[src/rtl/conv_pkg.sv]
// Shared widths and the sequencer state encoding for the convolution PE
// front end.
package conv_pkg;

  localparam int DATA_W = 30;
  localparam int WGT_W  = 18;
  localparam int ACC_W  = 48;

  typedef enum logic [2:0] {
    IDLE,
    LOAD_W,
    RUN,
    FLUSH,
    DONE
  } state_t;

endpackage

[src/rtl/conv_valid_pipe.sv]
// Window tag and frame-last shift register.
// It mirrors the PE pipeline depth so that flags line up with the PE result.
module conv_valid_pipe #(
  parameter int STAGES = 4
) (
  input  logic i_clk,
  input  logic i_rst_n,
  input  logic i_tag,
  input  logic i_last,
  output logic o_tag,
  output logic o_last
);

  logic [STAGES-1:0] tag_sr;
  logic [STAGES-1:0] last_sr;

  always_ff @(posedge i_clk or negedge i_rst_n) begin
    if (!i_rst_n) begin
      tag_sr  <= '0;
      last_sr <= '0;
    end else begin
      tag_sr[0]  <= i_tag;
      last_sr[0] <= i_last;
      for (int i = 1; i < STAGES; i++) begin
        tag_sr[i]  <= tag_sr[i-1];
        last_sr[i] <= last_sr[i-1];
      end
    end
  end

  assign o_tag  = tag_sr[STAGES-1];
  assign o_last = last_sr[STAGES-1];

endmodule

[src/rtl/conv_pe_sequencer.sv]
// Drives one KxK DSP-cascade convolution PE. It loads the weights, streams a
// raster frame gap-free, and emits only the PE results that cover a full window.
module conv_pe_sequencer
  import conv_pkg::*;
#(
  parameter int KERNEL_SIZE = 2,
  parameter int IMG_W       = 8,
  parameter int IMG_H       = 8,
  parameter int PE_LATENCY  = 4
) (
  input  logic                                     i_clk,
  input  logic                                     i_rst_n,
  input  logic                                     i_start,
  input  logic [WGT_W-1:0]                         i_wgt,
  input  logic                                     i_wgt_valid,
  input  logic [DATA_W-1:0]                        s_pix_data,
  input  logic                                     s_pix_valid,
  output logic                                     s_pix_ready,
  output logic [DATA_W-1:0]                        o_pe_datafm,
  output logic [KERNEL_SIZE*KERNEL_SIZE*WGT_W-1:0] o_pe_weight,
  input  logic [ACC_W-1:0]                         i_pe_p,
  output logic [ACC_W-1:0]                         m_data,
  output logic                                     m_valid,
  output logic                                     m_last,
  output logic                                     o_busy,
  output logic                                     o_done,
  output logic                                     o_err
);

  localparam int NW     = KERNEL_SIZE * KERNEL_SIZE;
  localparam int WCNT_W = (NW > 1) ? $clog2(NW) : 1;
  localparam int COL_W  = (IMG_W > 1) ? $clog2(IMG_W) : 1;
  localparam int ROW_W  = (IMG_H > 1) ? $clog2(IMG_H) : 1;
  localparam int FCNT_W = (PE_LATENCY > 1) ? $clog2(PE_LATENCY) : 1;

  localparam logic [WCNT_W-1:0] WCNT_MAX = WCNT_W'(NW - 1);
  localparam logic [COL_W-1:0]  COL_MAX  = COL_W'(IMG_W - 1);
  localparam logic [ROW_W-1:0]  ROW_MAX  = ROW_W'(IMG_H - 1);
  localparam logic [COL_W-1:0]  COL_WIN  = COL_W'(KERNEL_SIZE - 1);
  localparam logic [ROW_W-1:0]  ROW_WIN  = ROW_W'(KERNEL_SIZE - 1);
  localparam logic [FCNT_W-1:0] FCNT_MAX = FCNT_W'(PE_LATENCY - 1);

  state_t                   state;
  state_t                   state_nxt;
  logic [WCNT_W-1:0]        wgt_cnt;
  logic [COL_W-1:0]         col;
  logic [ROW_W-1:0]         row;
  logic [FCNT_W-1:0]        flush_cnt;
  logic [NW*WGT_W-1:0]      wgt_q;
  logic signed [DATA_W-1:0] datafm_p0;
  logic                     tag_p0;
  logic                     last_p0;
  logic                     tag_tail;
  logic                     last_tail;
  logic signed [ACC_W-1:0]  m_data_p1;
  logic                     m_valid_p1;
  logic                     m_last_p1;
  logic                     err_q;
  logic                     pix_fire;
  logic                     underrun;
  logic                     last_pix;
  logic                     win_tag;
  logic                     started;

  assign last_pix = (col == COL_MAX) && (row == ROW_MAX);
  assign win_tag  = (col >= COL_WIN) && (row >= ROW_WIN);
  // Pixel (0,0) is the only point before the frame wraps where both counters are zero.
  assign started  = (col != '0) || (row != '0);

  always_ff @(posedge i_clk or negedge i_rst_n) begin
    if (!i_rst_n) state <= IDLE;
    else          state <= state_nxt;
  end

  always_comb begin
    state_nxt = state;
    pix_fire  = 1'b0;
    underrun  = 1'b0;
    case (state)
      IDLE:   if (i_start) state_nxt = LOAD_W;
      LOAD_W: if (i_wgt_valid && (wgt_cnt == WCNT_MAX)) state_nxt = RUN;
      RUN: begin
        if (s_pix_valid) begin
          pix_fire = 1'b1;
          if (last_pix) state_nxt = FLUSH;
        end else if (started) begin
          underrun  = 1'b1;
          state_nxt = FLUSH;
        end
      end
      FLUSH:  if (flush_cnt == FCNT_MAX) state_nxt = DONE;
      DONE:   state_nxt = IDLE;
      default: state_nxt = IDLE;
    endcase
  end

  // Stage p0: weight file, raster counters and the pixel register feeding the PE
  always_ff @(posedge i_clk or negedge i_rst_n) begin
    if (!i_rst_n) begin
      wgt_cnt   <= '0;
      col       <= '0;
      row       <= '0;
      flush_cnt <= '0;
      wgt_q     <= '0;
      datafm_p0 <= '0;
      tag_p0    <= 1'b0;
      last_p0   <= 1'b0;
      err_q     <= 1'b0;
    end else begin
      datafm_p0 <= '0;
      tag_p0    <= 1'b0;
      last_p0   <= 1'b0;
      flush_cnt <= (state == FLUSH) ? flush_cnt + 1'b1 : '0;
      if ((state == IDLE) && i_start) begin
        wgt_cnt <= '0;
        col     <= '0;
        row     <= '0;
        err_q   <= 1'b0;
      end
      if ((state == LOAD_W) && i_wgt_valid) begin
        wgt_cnt <= wgt_cnt + 1'b1;
        for (int n = 0; n < NW; n++)
          if (wgt_cnt == WCNT_W'(n)) wgt_q[n*WGT_W +: WGT_W] <= i_wgt;
      end
      if (pix_fire) begin
        datafm_p0 <= s_pix_data;
        tag_p0    <= win_tag;
        last_p0   <= last_pix;
        if (col == COL_MAX) begin
          col <= '0;
          row <= (row == ROW_MAX) ? '0 : row + 1'b1;
        end else begin
          col <= col + 1'b1;
        end
      end
      if (underrun) err_q <= 1'b1;
    end
  end

  conv_valid_pipe #(
    .STAGES (PE_LATENCY)
  ) u_valid_pipe (
    .i_clk  (i_clk),
    .i_rst_n(i_rst_n),
    .i_tag  (tag_p0),
    .i_last (last_p0),
    .o_tag  (tag_tail),
    .o_last (last_tail)
  );

  // Stage p1: capture the PE sum when a tagged window reaches the pipe tail
  always_ff @(posedge i_clk or negedge i_rst_n) begin
    if (!i_rst_n) begin
      m_data_p1  <= '0;
      m_valid_p1 <= 1'b0;
      m_last_p1  <= 1'b0;
    end else begin
      m_valid_p1 <= tag_tail && !err_q;
      m_last_p1  <= tag_tail && last_tail && !err_q;
      if (tag_tail && !err_q) m_data_p1 <= i_pe_p;
    end
  end

  assign o_pe_datafm = datafm_p0;
  assign o_pe_weight = wgt_q;
  assign m_data      = m_data_p1;
  assign m_valid     = m_valid_p1;
  assign m_last      = m_last_p1;
  assign s_pix_ready = (state == RUN);
  assign o_busy      = (state != IDLE);
  assign o_done      = (state == DONE);
  assign o_err       = err_q;

endmodule
[config.mk]
export PLATFORM = sky130hd
export DESIGN_NAME = conv_pe_sequencer
export DESIGN_NICKNAME = d
export VERILOG_FILES = /design/src/rtl/conv_pkg.sv /design/src/rtl/conv_valid_pipe.sv /design/src/rtl/conv_pe_sequencer.sv
export SDC_FILE = /design/constraint.sdc
export NUM_CORES = 1
export LEC_CHECK = 0
export CORE_MARGIN = 5
export CORE_UTILIZATION = 44
export CTS_CLUSTER_SIZE = 25
export DETAILED_ROUTE_END_ITERATION = 7
export PLACE_DENSITY = 0.82
export SYNTH_ARGS = -nofsm -noshare
export SYNTH_HDL_FRONTEND = slang
export SYNTH_SLANG_ARGS = --single-unit
[constraint.sdc]
create_clock -name i_clk -period 2.1 [get_ports i_clk]
set_input_delay 0.315 -clock i_clk [delete_from_list [all_inputs] [get_ports i_clk]]
set_output_delay 0.315 -clock i_clk [all_outputs]
set_load 0.02 [all_outputs]
# --- Yosys cells after proc, flatten, opt, wreduce, memory -nomap -nowiden ---
# Index checks and enable logic that the tools add are counted.
# Widths: inputs -> output; s select.
totals:
  reg_bits: 176
  latch_bits: 0
  mem_bits_rw: 0
  mem_bits_ro: 0
  word_cells: 89
  mem_count: 0
op_classes:
  addsub: 4
  multipliers: 0
  div: 0
  n_lt_le_gt_ge: 2
  n_eq_ne: 15
  shifts: 0
  muxes: 27
  n_bitwise: 0
  n_reduce_logical: 23
ops:
  columns: ["operator", "n"]
  rows:
  - ["$mux 3", 13]
  - ["$mux 30", 1]
  - ["$pmux 3 s4", 1]
  - ["$eq 3x3->1 const B", 3]
  - ["$mux 1", 9]
  - ["$reduce_bool 3->1", 3]
  - ["$logic_and 1x1->1", 8]
  - ["$reduce_and 2->1", 4]
  - ["$add 3x1->3 const B", 2]
  - ["$eq 2x2->1 const B", 3]
  - ["$eq 3x2->1 const B", 2]
  - ["$ge 3x1->1 const B", 2]
  - ["$mux 2", 3]
  - ["$ne 2x2->1 const B", 3]
  - ["$ne 3x2->1 const B", 2]
  - ["$reduce_bool 2->1", 3]
  - ["$reduce_and 5->1", 1]
  - ["$add 2x1->2 const B", 2]
  - ["$eq 3x1->1 const B", 1]
  - ["$logic_not 3->1", 1]
  - ["$eq 2x1->1 const B", 1]
  - ["$logic_not 2->1", 1]
  - ["$logic_not 1->1", 1]
  - ["$logic_or 1x1->1", 1]

# --- Logic depth before layout (Yosys ltp) ---
# Gate-level depths: netlist of the first run.
logic_depth:
  word_depth: 6
  ltp_mapped: 5
  mapped_depth_nobuf: 5

# --- Cells and area by module ---
# From an unflattened synthesis of the first run, not the netlist that was laid out.
unflattened:
  cells_unflattened: 421
  area_unflattened_um2: 6794.0
modules_own_cells:
  columns: ["mod", "n_inst", "cells_per_inst", "area_per_inst_um2", "seq_area_each_um2"]
  rows:
  - ["conv_pe_sequencer", 1, 413, 6593.8, 4204.0]
  - ["conv_valid_pipe", 1, 8, 200.2, 200.2]

# --- Worst setup path before layout of the first run ---
# Ideal clock, no wire load.
synth_path:
  path_type: "register -> register"
  startpoint: "register state[2]"
  endpoint: "register col[0]"
  arrival_time_ps: 1411
  required_ps: 1979
  setup_slack_ps: 568
  path_stages_with_launch: 5
  path_buffers: 1
  path_cell_list: "dfrtp_1 buf_2 or4b_4 nor2b_4 a22o_1"
synth_via:
  elab_chain_cells: 3
  elab_cells_between_ends: 6
  cone_classes: "eq/ne: 1; mux: 2; reduce/logical: 3"
synth_rtl:
  columns: ["element", "line_no", "text"]
  rows:
  - ["start: declaration", "conv_pe_sequencer.sv:43", "state_t state;"]
  - ["start signal: assignment", "conv_pe_sequencer.sv:72", "else state <= state_nxt;"]
  - ["$eq 3x2->1 / $logic_not 3->1 (equally long branches)", "conv_pe_sequencer.sv:79, conv_pe_sequencer.sv:114", null]
  - ["$mux 1 / $logic_and 1x1->1 (equally long branches)", "conv_pe_sequencer.sv:79, conv_pe_sequencer.sv:114", null]
  - ["$mux 3 / $reduce_bool 2->1 (equally long branches)", null, null]
  - ["end signal: assignment", "conv_pe_sequencer.sv:133", "col <= col + 1'b1;"]
  - ["end: declaration", "conv_pe_sequencer.sv:46", "logic [COL_W-1:0] col;"]
# Parallel ways exist; a longest one is shown, timed or not.
# A chain may end at the register's enable or synchronous reset.

# --- Worst setup path after layout of the first run ---
layout_path:
  startpoint: "register state[1]"
  endpoint: "output port o_busy"
layout_via:
  elab_chain_cells: 1
layout_rtl:
  columns: ["element", "line_no", "text"]
  rows:
  - ["$reduce_bool 3->1", "conv_pe_sequencer.sv:170", "assign o_busy = (state != IDLE);"]
  - ["end: declaration", "conv_pe_sequencer.sv:25", "output logic o_busy,"]
# Every way passes these cells.

==> out/results.ini, run 1 <==
[global_routing]
grt_max_degree=62
grt_pass1_wl_mm=25.8
grt_use_met3_pct=6.04
use_met2_pct=32.6
grt_use_total_pct=18.4
antenna_found_initial=1
first_global_vias=4799
overflow=0
met1_usage_pct=20.0
busiest_layer=met2

[cts]
clock_path_buffers=2
clk_pin_slew_ns=0.06
post_cts_buffers=0
cts_tree=yes
insertion_delay_ns=0.42
htree_levels=4
clock-root-buffer=clkbuf_16
cts_made_buffers=17
cts.sinks=176

[timing]
worst_clock_skew_ns=0.00807
finalHoldViolCount=0
setup_slack_ns=0.106
tns_ns=0
fin_crit_sh_pct=94.9
tightest_slew_ns=0.453
hold-worst-slack_ns=0.347
final-setup-viol-count=0
fmax_mhz=502
drv_slew=0
rsz0062_at_grt=no
maxSlewHeadroom_pct=69.8
post-route-min-period_ns=1.99

[detailed_routing]
viasPerCell=4.85
avgRoutedWirePerCell_um=18.4
drt-total-wl_mm=16.3
vias=4313
drc=0
first_pass_iters=4
drt_iter0_markers=173
detail-route-antenna-nets=0

[power]
power_density_nw_per_um2=1270
vdd_ir_drop_max_mv=0.591
p_leak_nw=4.83

[place]
dp_cells=856
io_buffers=256
post-place-ws_ns=0.0235
finalWeightedCongestion=0.785
dp_hpwl_mm=12.3

[critical_path]
r2r_end=o_pe_weight[32]
worstPathRequired_ns=1.78
r2r_cells=3
cp_cell_sequence=buf_4, or3_1, clkdlybuf4s15_1
reg2reg_slack_ns=0.15
startpoint_type=register
slowest_delay_ns=0.42
crit_path_start=state[1]
cp_slowest_cell=dfrtp_1
crit-reg2reg-launch=state[0]
arrival_ns=1.68
critPathKind=reg -> out
path_max_fanout=11
cp-end-kind=primary output

[die]
rows=45
core-area_um2=15200
die_h_um=134
io_pins=257
start_util_pct=44.7
die_x_um=134
die-area_um2=18000

[layout]
fill_cells=1055
stdcell_count=889
nets=802
n_antenna_cell=0
drive_gt1_share_pct=24.1
final_common_cell=clkdlybuf4s50_1
final_cell_mix=clkdlybuf4s50_1 (252), dfrtp_1 (175), mux2_2 (80), mux2_4 (40), and2_1 (32)
final_util_pct=67.5
synthToLayoutAreaGrowth_pct=51.0

[synth]
ys_ff_latch=176
postSynthCellCount=421
synth_seq_area_share_pct=64.8
ys_types=34
synth_top_area_share_pct=64.8
syn_nets=535
synth_top_cell_by_area=dfrtp_1
syn_avg_cell_area_um2=16.1
synthTopCellsByArea=dfrtp_1 (65%), mux2_2 (13%), mux2_4 (8.8%)
yosysWarningCount=0
synth_area_um2=6790

[hold_path]
min_to=u_valid_pipe.last_sr[3]
holdCritPathClass=reg -> reg
hold-path-cell-count=0
hp-start=u_valid_pipe.last_sr[2]

[run]
maxCapViolations=0

[run_status]
status=complete, no violations

## cells in the mapped netlist
cell and number:
o32ai_1 1, and2_1 32, nand2_4 4, o21ai_0 5, mux2_4 40, and3_1 2
or4b_1 1, o211a_1 1, clkbuf_1 4, a22o_1 6, a31oi_1 1, nor4bb_1 1
or4b_4 1, mux2_2 80, and4bb_1 2, buf_4 1, or3_1 1, buf_2 7
nor3_1 2, nor2b_1 3, clkbuf_2 2, o41ai_1 2, o2111ai_1 1, dfrtp_1 176
nor2_1 7, buf_6 4, ha_1 13, inv_1 7, nand4b_1 1, nor2b_4 1
nand3_1 3, a311oi_1 1, nand2_1 7, nor3b_1 1
## cell type report
class / instances / area (um2) / area share (%)
Clock buffer: 22 / 464 / 4.52
Clock inverter: 10 / 206 / 2.01
Inverter: 7 / 26.3 / 0.256
Multi-Input combinational cell: 220 / 2260 / 22.0
Sequential cell: 176 / 4410 / 42.9
Tap cell: 188 / 235 / 2.29
Timing Repair Buffer: 266 / 2660 / 25.9
## worst max-delay path, delay by kind of cell, from the launching register on
kind                   cells  cell delay (ns)
buffers and inverters      2             0.49
DFF                        1             0.42
and+or+nand+nor            1             0.34
## metal layers
layer  wire [um]  vias up
met2        8700      151
met4         398        2
met3        1140       31
li1            -     1991
met5          13        -
met1        6100     2138
## worst max path at each step
| stage | end |
|---|---|
| after global routing | o_busy |
| after global placement | o_pe_weight[69] |
| after detailed placement | o_pe_weight[67] |
| after CTS | s_pix_ready |
| final | o_busy |
| after floorplan | col[0] |
## registers in the layout (all words and copies together), names as in the netlist, 2 cells and up
name                  cells
o_pe_weight              72
m_data                   48
o_pe_datafm              30
u_valid_pipe.last_sr      4
u_valid_pipe.tag_sr       4
col                       3
row                       3
state                     3
flush_cnt                 2
wgt_cnt                   2
## cells by family (layout without fill, tap and decap cells)
| family | after synthesis | in the layout | synth area share, % |
|---|---|---|---|
| flip-flops | 176 | 176 | 64.8 |
| multiplexers | 120 | 120 | 22.1 |
| AND/OR/NAND/NOR | 69 | 69 | 6.61 |
| buffers and inverters | 25 | 305 | 2.04 |
| AO/OA/AOI/OAI | 18 | 18 | 2.03 |
| adder cells (fa/ha/maj) | 13 | 13 | 2.39 |
## power by group
part / internal, mW / switching (mW) / total [mW] / leakage, nW
logic: 2.56 / 2.10 / 4.66 / 2.20
clock network: 2.29 / 1.27 / 3.56 / 0.324
registers: 4.25 / 0.603 / 4.85 / 2.31
## timing repair
| action | CTS | global route |
|---|---|---|
| hold buffers | 1 | 0 |
| pin swaps | 0 | 0 |
| gates resized for setup | 5 | 3 |
| hold endpoints to repair | 30 | 0 |
| endpoints found under the setup margin | 3 | 2 |
## per-stage QoR
| stage | power (mW) | cell area (um2) |
|---|---|---|
| after global routing | 13.6 | 10300 |
| final | 13.1 | 10300 |
| after floorplan | 7.23 | 6790 |
| after CTS | 13.2 | 10300 |
| after detailed placement | 9.60 | 9580 |
| after global placement | 9.42 | 9580 |
(Power assumes the default switching activity.)
==> run 2: changes to the inputs <==
--- a/config.mk
+++ b/config.mk
@@ -10,6 +10,7 @@
 export CTS_CLUSTER_SIZE = 25
 export DETAILED_ROUTE_END_ITERATION = 7
 export PLACE_DENSITY = 0.82
+export SETUP_SLACK_MARGIN = 0.4
 export SYNTH_ARGS = -nofsm -noshare
 export SYNTH_HDL_FRONTEND = slang
 export SYNTH_SLANG_ARGS = --single-unit
==> run 2 against run 1 <==
Effect of this change: sequential cell count unchanged; clock power about the same; sequential share of layout area down 0.61 points; highest routed layer unchanged; combinational power down 2%; first-iteration DRC count up 7.5%; hold slack about the same; setup slack better by 0.18 ns; largest power group unchanged; via count up 2.7%; critical path depth up 2.
==> out/results.ini, run 2 (synthesis gave the netlist of run 1 again) <==
[detailed_routing]
drt-total-wl_mm=17.4  ; +6.3%
vias=4430  ; +2.7%
avgRoutedWirePerCell_um=19.2  ; +4.5%
first_pass_iters=4  ; unchanged
drc=0  ; unchanged
viasPerCell=4.90  ; +1.0%
drt_iter0_markers=186  ; +7.5%
detail-route-antenna-nets=0  ; unchanged

[run_status]
status=complete, no violations

[layout]
n_antenna_cell=0  ; unchanged
drive_gt1_share_pct=26.8  ; +2.7 points
synthToLayoutAreaGrowth_pct=53.2
final_cell_mix=dfrtp_1 (174), dlygate4sd2_1 (129), clkdlybuf4s50_1 (105), mux2_2 (78), mux2_4 (42)
fill_cells=1092  ; +3.5%
final_common_cell=dfrtp_1
largest_reg_flops=72  ; unchanged
nets=817  ; +1.9%

[die]
die_h_um=134  ; unchanged
rows=45  ; unchanged
die_x_um=134  ; unchanged
core-area_um2=15200  ; unchanged
start_util_pct=44.7  ; unchanged
io_pins=257  ; unchanged
die-area_um2=18000  ; unchanged

[cts]
cts.sinks=176  ; unchanged
clock_path_buffers=2  ; unchanged
cts_tree=yes
cts_made_buffers=17  ; unchanged
clock-root-buffer=clkbuf_16
insertion_delay_ns=0.42  ; about the same
htree_levels=4  ; unchanged
clk_pin_slew_ns=0.07  ; about the same

[critical_path]
crit-reg2reg-launch=state[2]
cp_cell_sequence=buf_6, and4bb_4, buf_4, nand2_4, mux2_4
arrival_ns=2.12  ; +0.44 ns
path_max_fanout=9  ; -2
cp_slowest_cell=dfrtp_2
slowest_delay_ns=0.47  ; +0.05 ns
critPathKind=reg -> reg
crit_buf_inv=2  ; unchanged
worstPathRequired_ns=2.41  ; +0.63 ns
cp-end-kind=register
cp_top_family=simple AND/OR/NAND/NOR gates
startpoint_type=register
crit_path_start=state[2]

[global_routing]
use_met2_pct=32.8  ; +0.17 points
antenna_found_initial=1  ; unchanged
grt_pass1_wl_mm=26.0  ; +0.75%
grt_max_degree=62  ; unchanged
grt_use_total_pct=18.5  ; +0.10 points
overflow=0  ; unchanged
grt_use_met3_pct=6.23  ; +0.19 points
busiest_layer=met2
met1_usage_pct=20.2  ; +0.20 points
first_global_vias=4821  ; +0.46%

[place]
dp_hpwl_mm=12.3  ; unchanged
finalWeightedCongestion=0.785  ; unchanged
io_buffers=256  ; unchanged

[timing]
hold-worst-slack_ns=0.347  ; -0.00000500 ns
maxSlewHeadroom_pct=56.6  ; -13 points
worst_clock_skew_ns=0.00920  ; +0.00113 ns
rsz0062_at_grt=yes
fin_crit_sh_pct=86.3  ; -8.6 points
fmax_mhz=552  ; +10%
final-setup-viol-count=0  ; unchanged
tns_ns=0  ; unchanged
drv_slew=0  ; unchanged
tightest_slew_ns=0.650  ; +0.198 ns
post-route-min-period_ns=1.81  ; -0.181 ns
finalHoldViolCount=0  ; unchanged

[power]
p_leak_nw=5.66  ; +17%
power_density_nw_per_um2=1250  ; -2.2%
vdd_ir_drop_max_mv=0.625  ; +5.7%

[hold_path]
holdCritPathClass=reg -> reg
hp-start=u_valid_pipe.last_sr[2]

[run]
maxCapViolations=0  ; unchanged

==> run 2: changes by cell type in the layout (fill, tap and decap cells not counted), moves of 2 or more <==
cell | before | now
buf_4 | 7 | 12
mux2_4 | 40 | 42
mux2_2 | 80 | 78
buf_12 | 2 | 4
nand2_8 | 0 | 7
clkdlybuf4s50_1 | 252 | 105
dlymetal6s2s_1 | 0 | 18
dlygate4sd2_1 | 1 | 129
buf_6 | 1 | 4
==> run 2: worst reg2reg max path: cells and delay by family, from the launching register on <==
kind,cells,cell delay [ns]
flops,1,0.47
simple gates,2,0.58
mux,1,0.32
buf+inv,2,0.32
==> run 2: layout make-up <==
type	count	area [um2]	area share [%]
Tap cell	188	235	2.26
Multi-Input combinational cell	227	2430	23.4
Clock inverter	10	206	1.98
Inverter	7	26.3	0.252
Clock buffer	22	464	4.46
Sequential cell	176	4410	42.3
Timing Repair Buffer	274	2640	25.3
==> run 2: routing by layer <==
metal / share of wire, % / wire length, um
met5: 0.12 / 20
met4: 2.6 / 459
met3: 6.8 / 1170
met2: 53 / 9190
met1: 38 / 6520
==> run 2: power by group <==
| part | leakage (nW) | internal, mW | switching, mW |
|---|---|---|---|
| Sequential | 2.31 | 4.25 | 0.578 |
| Combinational | 3.03 | 2.21 | 2.36 |
| Clock | 0.324 | 2.30 | 1.28 |
==> run 2: per-stage QoR <==
step | worst slack (ns) | instances | util, % | total power [mW] | instance area (um2)
after floorplan | 0.568 | 421 | - | 7.23 | 6790
after global placement | 0.0813 | 856 | 63.0 | 9.42 | 9580
after detailed placement | 0.0235 | 856 | 63.0 | 9.60 | 9580
after CTS | 0.243 | 893 | 66.7 | 12.7 | 10100
after global routing | 0.249 | 904 | 68.5 | 13.5 | 10400
final | 0.287 | 904 | 68.5 | 13.0 | 10400
==> run 2: timing repair <==
| item | in CTS | in global routing |
|---|---|---|
| buffers inserted | 4 | 4 |
| gates cloned | 0 | 7 |
| hold buffers | 1 | 0 |
| endpoints found under the hold margin | 30 | 0 |
| pin swaps | 0 | 4 |
| endpoints found under the setup margin | 204 | 94 |
| gates resized for setup | 150 | 34 |
==> run 2: final timing paths <==
check	to	slack (ns)	cells after the start
min in group asynchronous	o_pe_weight[15]	0.36	2
worst max register to register	o_pe_weight[39]	0.29	5
worst min-delay path	u_valid_pipe.last_sr[3]	0.35	0
max in group asynchronous	m_data[45]	1.08	3
worst max-delay path	o_pe_weight[39]	0.29	5
worst min register to register	u_valid_pipe.last_sr[3]	0.35	0
==> run 3: changes to the inputs <==
--- a/config.mk
+++ b/config.mk
@@ -5,6 +5,7 @@
 export SDC_FILE = /design/constraint.sdc
 export NUM_CORES = 1
 export LEC_CHECK = 0
+export CORE_ASPECT_RATIO = 1.4
 export CORE_MARGIN = 5
 export CORE_UTILIZATION = 44
 export CTS_CLUSTER_SIZE = 25
==> run 3 against run 2 <==
Effect of this change: sequential cell count unchanged; largest cell class unchanged; routed wire length increased by 2.7%; register-to-register slack about the same; non-clock buffer count is 1 higher; cell area fell by 0.42%; setup slack improved by 0.0056 ns; utilization rose by 0.084 points; critical path type is now reg -> out; critical path depth fell by 2; first-iteration DRC count down 2.7%.
==> out/results.ini, run 3 (synthesis gave the netlist of run 1 again) <==
[critical_path]
worstPathRequired_ns=1.78  ; -0.63 ns
cpMostUsedCell=buf_6
cp-end-kind=primary output
slowest_delay_ns=0.45  ; -0.02 ns
r2r_end=o_pe_weight[50]
path_max_fanout=4  ; -5
cp_slowest_cell=dfrtp_2
cp_top_family=flip-flops
crit_buf_inv=2  ; unchanged
cp_cell_sequence=buf_6, or3_4, buf_6
startpoint_type=register
critPathKind=reg -> out
reg2reg_slack_ns=0.29  ; about the same
arrival_ns=1.49  ; -0.63 ns
r2r_cells=5  ; unchanged
crit-reg2reg-launch=state[2]

[layout]
drive_gt1_share_pct=27.5  ; +0.70 points
synthToLayoutAreaGrowth_pct=52.6
fill_cells=1100  ; +0.73%
final_util_pct=68.6  ; +0.084 points
largest_reg_flops=72  ; unchanged
nets=817  ; unchanged
n_antenna_cell=0  ; unchanged
final_cell_mix=dfrtp_1 (173), dlygate4sd2_1 (135), clkdlybuf4s50_1 (99), mux2_2 (79), mux2_4 (41)
final_common_cell=dfrtp_1

[die]
die-area_um2=18100  ; +0.20%
die_x_um=115  ; -14%
rows=53  ; +18%
die_h_um=157  ; +17%
start_util_pct=44.9  ; +0.24 points
io_pins=257  ; unchanged
core-area_um2=15100  ; -0.54%

[detailed_routing]
viasPerCell=4.95  ; +0.95%
first_pass_iters=4  ; unchanged
drt_iter0_markers=181  ; -2.7%
avgRoutedWirePerCell_um=19.6  ; +2.3%
detail-route-antenna-nets=0  ; unchanged
drt-total-wl_mm=17.8  ; +2.7%
vias=4492  ; +1.4%
drc=0  ; unchanged

[global_routing]
grt_use_total_pct=19.3  ; +0.82 points
first_global_vias=4912  ; +1.9%
grt_max_degree=56  ; -9.7%
antenna_found_initial=0  ; -1
overflow=0  ; unchanged
grt_pass1_wl_mm=26.7  ; +2.6%

[hold_path]
hp-start=u_valid_pipe.last_sr[2]
min_to=u_valid_pipe.last_sr[3]
holdCritPathClass=reg -> reg
hold-path-cell-count=0  ; unchanged

[timing]
finalHoldViolCount=0  ; unchanged
fin_crit_sh_pct=86.1  ; -0.27 points
hold-worst-slack_ns=0.347  ; +0.000435 ns
fmax_mhz=553  ; +0.31%
tightest_slew_ns=0.642  ; -0.00827 ns
worst_clock_skew_ns=0.00720  ; -0.00200 ns
setup_slack_ns=0.292  ; +0.00559 ns
maxSlewHeadroom_pct=57.2  ; +0.55 points
drv_slew=0  ; unchanged
rsz0062_at_grt=yes
post-route-min-period_ns=1.81  ; -0.00559 ns
final-setup-viol-count=0  ; unchanged

[cts]
insertion_delay_ns=0.42  ; about the same
clock-root-buffer=clkbuf_16
clk_pin_slew_ns=0.06  ; about the same
cts.sinks=176  ; unchanged
cts_tree=yes
cts_made_buffers=17  ; unchanged
htree_levels=4  ; unchanged
clock_path_buffers=2  ; unchanged

[place]
dp_hpwl_mm=12.9  ; +4.6%
finalWeightedCongestion=0.826  ; +5.2%
io_buffers=256  ; unchanged
post-place-ws_ns=-0.0176  ; -0.0411 ns

[power]
power_density_nw_per_um2=1200  ; -3.6%
p_leak_nw=5.62  ; -0.70%
vdd_ir_drop_max_mv=1.12  ; +79%
power.total_mw=12.5  ; -4.0%

[run_status]
status=complete, no violations

[run]
maxCapViolations=0  ; unchanged

-- run 3: cell type report --
type                            instances  area, um2  area share [%]
Clock inverter                         12        134            1.29
Sequential cell                       176       4410            42.5
Multi-Input combinational cell        226       2440            23.5
Inverter                                7       26.3           0.253
Tap cell                              192        240            2.32
Timing Repair Buffer                  275       2660            25.7
Clock buffer                           20        457            4.41
-- run 3: metal layers --
| layer | wire [um] | track usage (%) |
|---|---|---|
| met1 | 6150 | 20.9 |
| met2 | 9950 | 34.7 |
| met3 | 1080 | 5.35 |
| met4 | 657 | 8.67 |
| met5 | 0 | 0 |
-- run 3: worst max path at each step --
stage | to | from | cells after the start
6_report | o_busy | state[2] | 3
5_1_grt | o_busy | state[1] | 3
3_5_place_dp | o_pe_weight[27] | i_wgt_valid | 4
3_3_place_gp | o_pe_weight[15] | i_wgt_valid | 4
2_1_floorplan | col[0] | state[2] | 4
4_1_cts | s_pix_ready | state[2] | 3
-- run 3: per-stage QoR --
stage / cells / instance area, um2 / TNS [ns]
2_1_floorplan: 421 / 6790 / 0
3_3_place_gp: 862 / 9630 / 0
3_5_place_dp: 862 / 9630 / -0.164
4_1_cts: 898 / 10100 / 0
5_1_grt: 908 / 10400 / 0
6_report: 908 / 10400 / 0
-- run 3: power by group --
group	internal [mW]	total, mW	leakage [nW]	switching (mW)
logic	2.20	4.53	3.04	2.33
registers	4.25	4.84	2.30	0.591
clock network	1.82	3.09	0.275	1.28
-- run 3: timing repair --
item,in CTS,in global routing
gates resized for setup,159,37
endpoints found under the setup margin,233,130
pin swaps,1,1
hold endpoints to repair,51,0
setup buffers,3,4
hold buffers,1,0
cloned,0,6
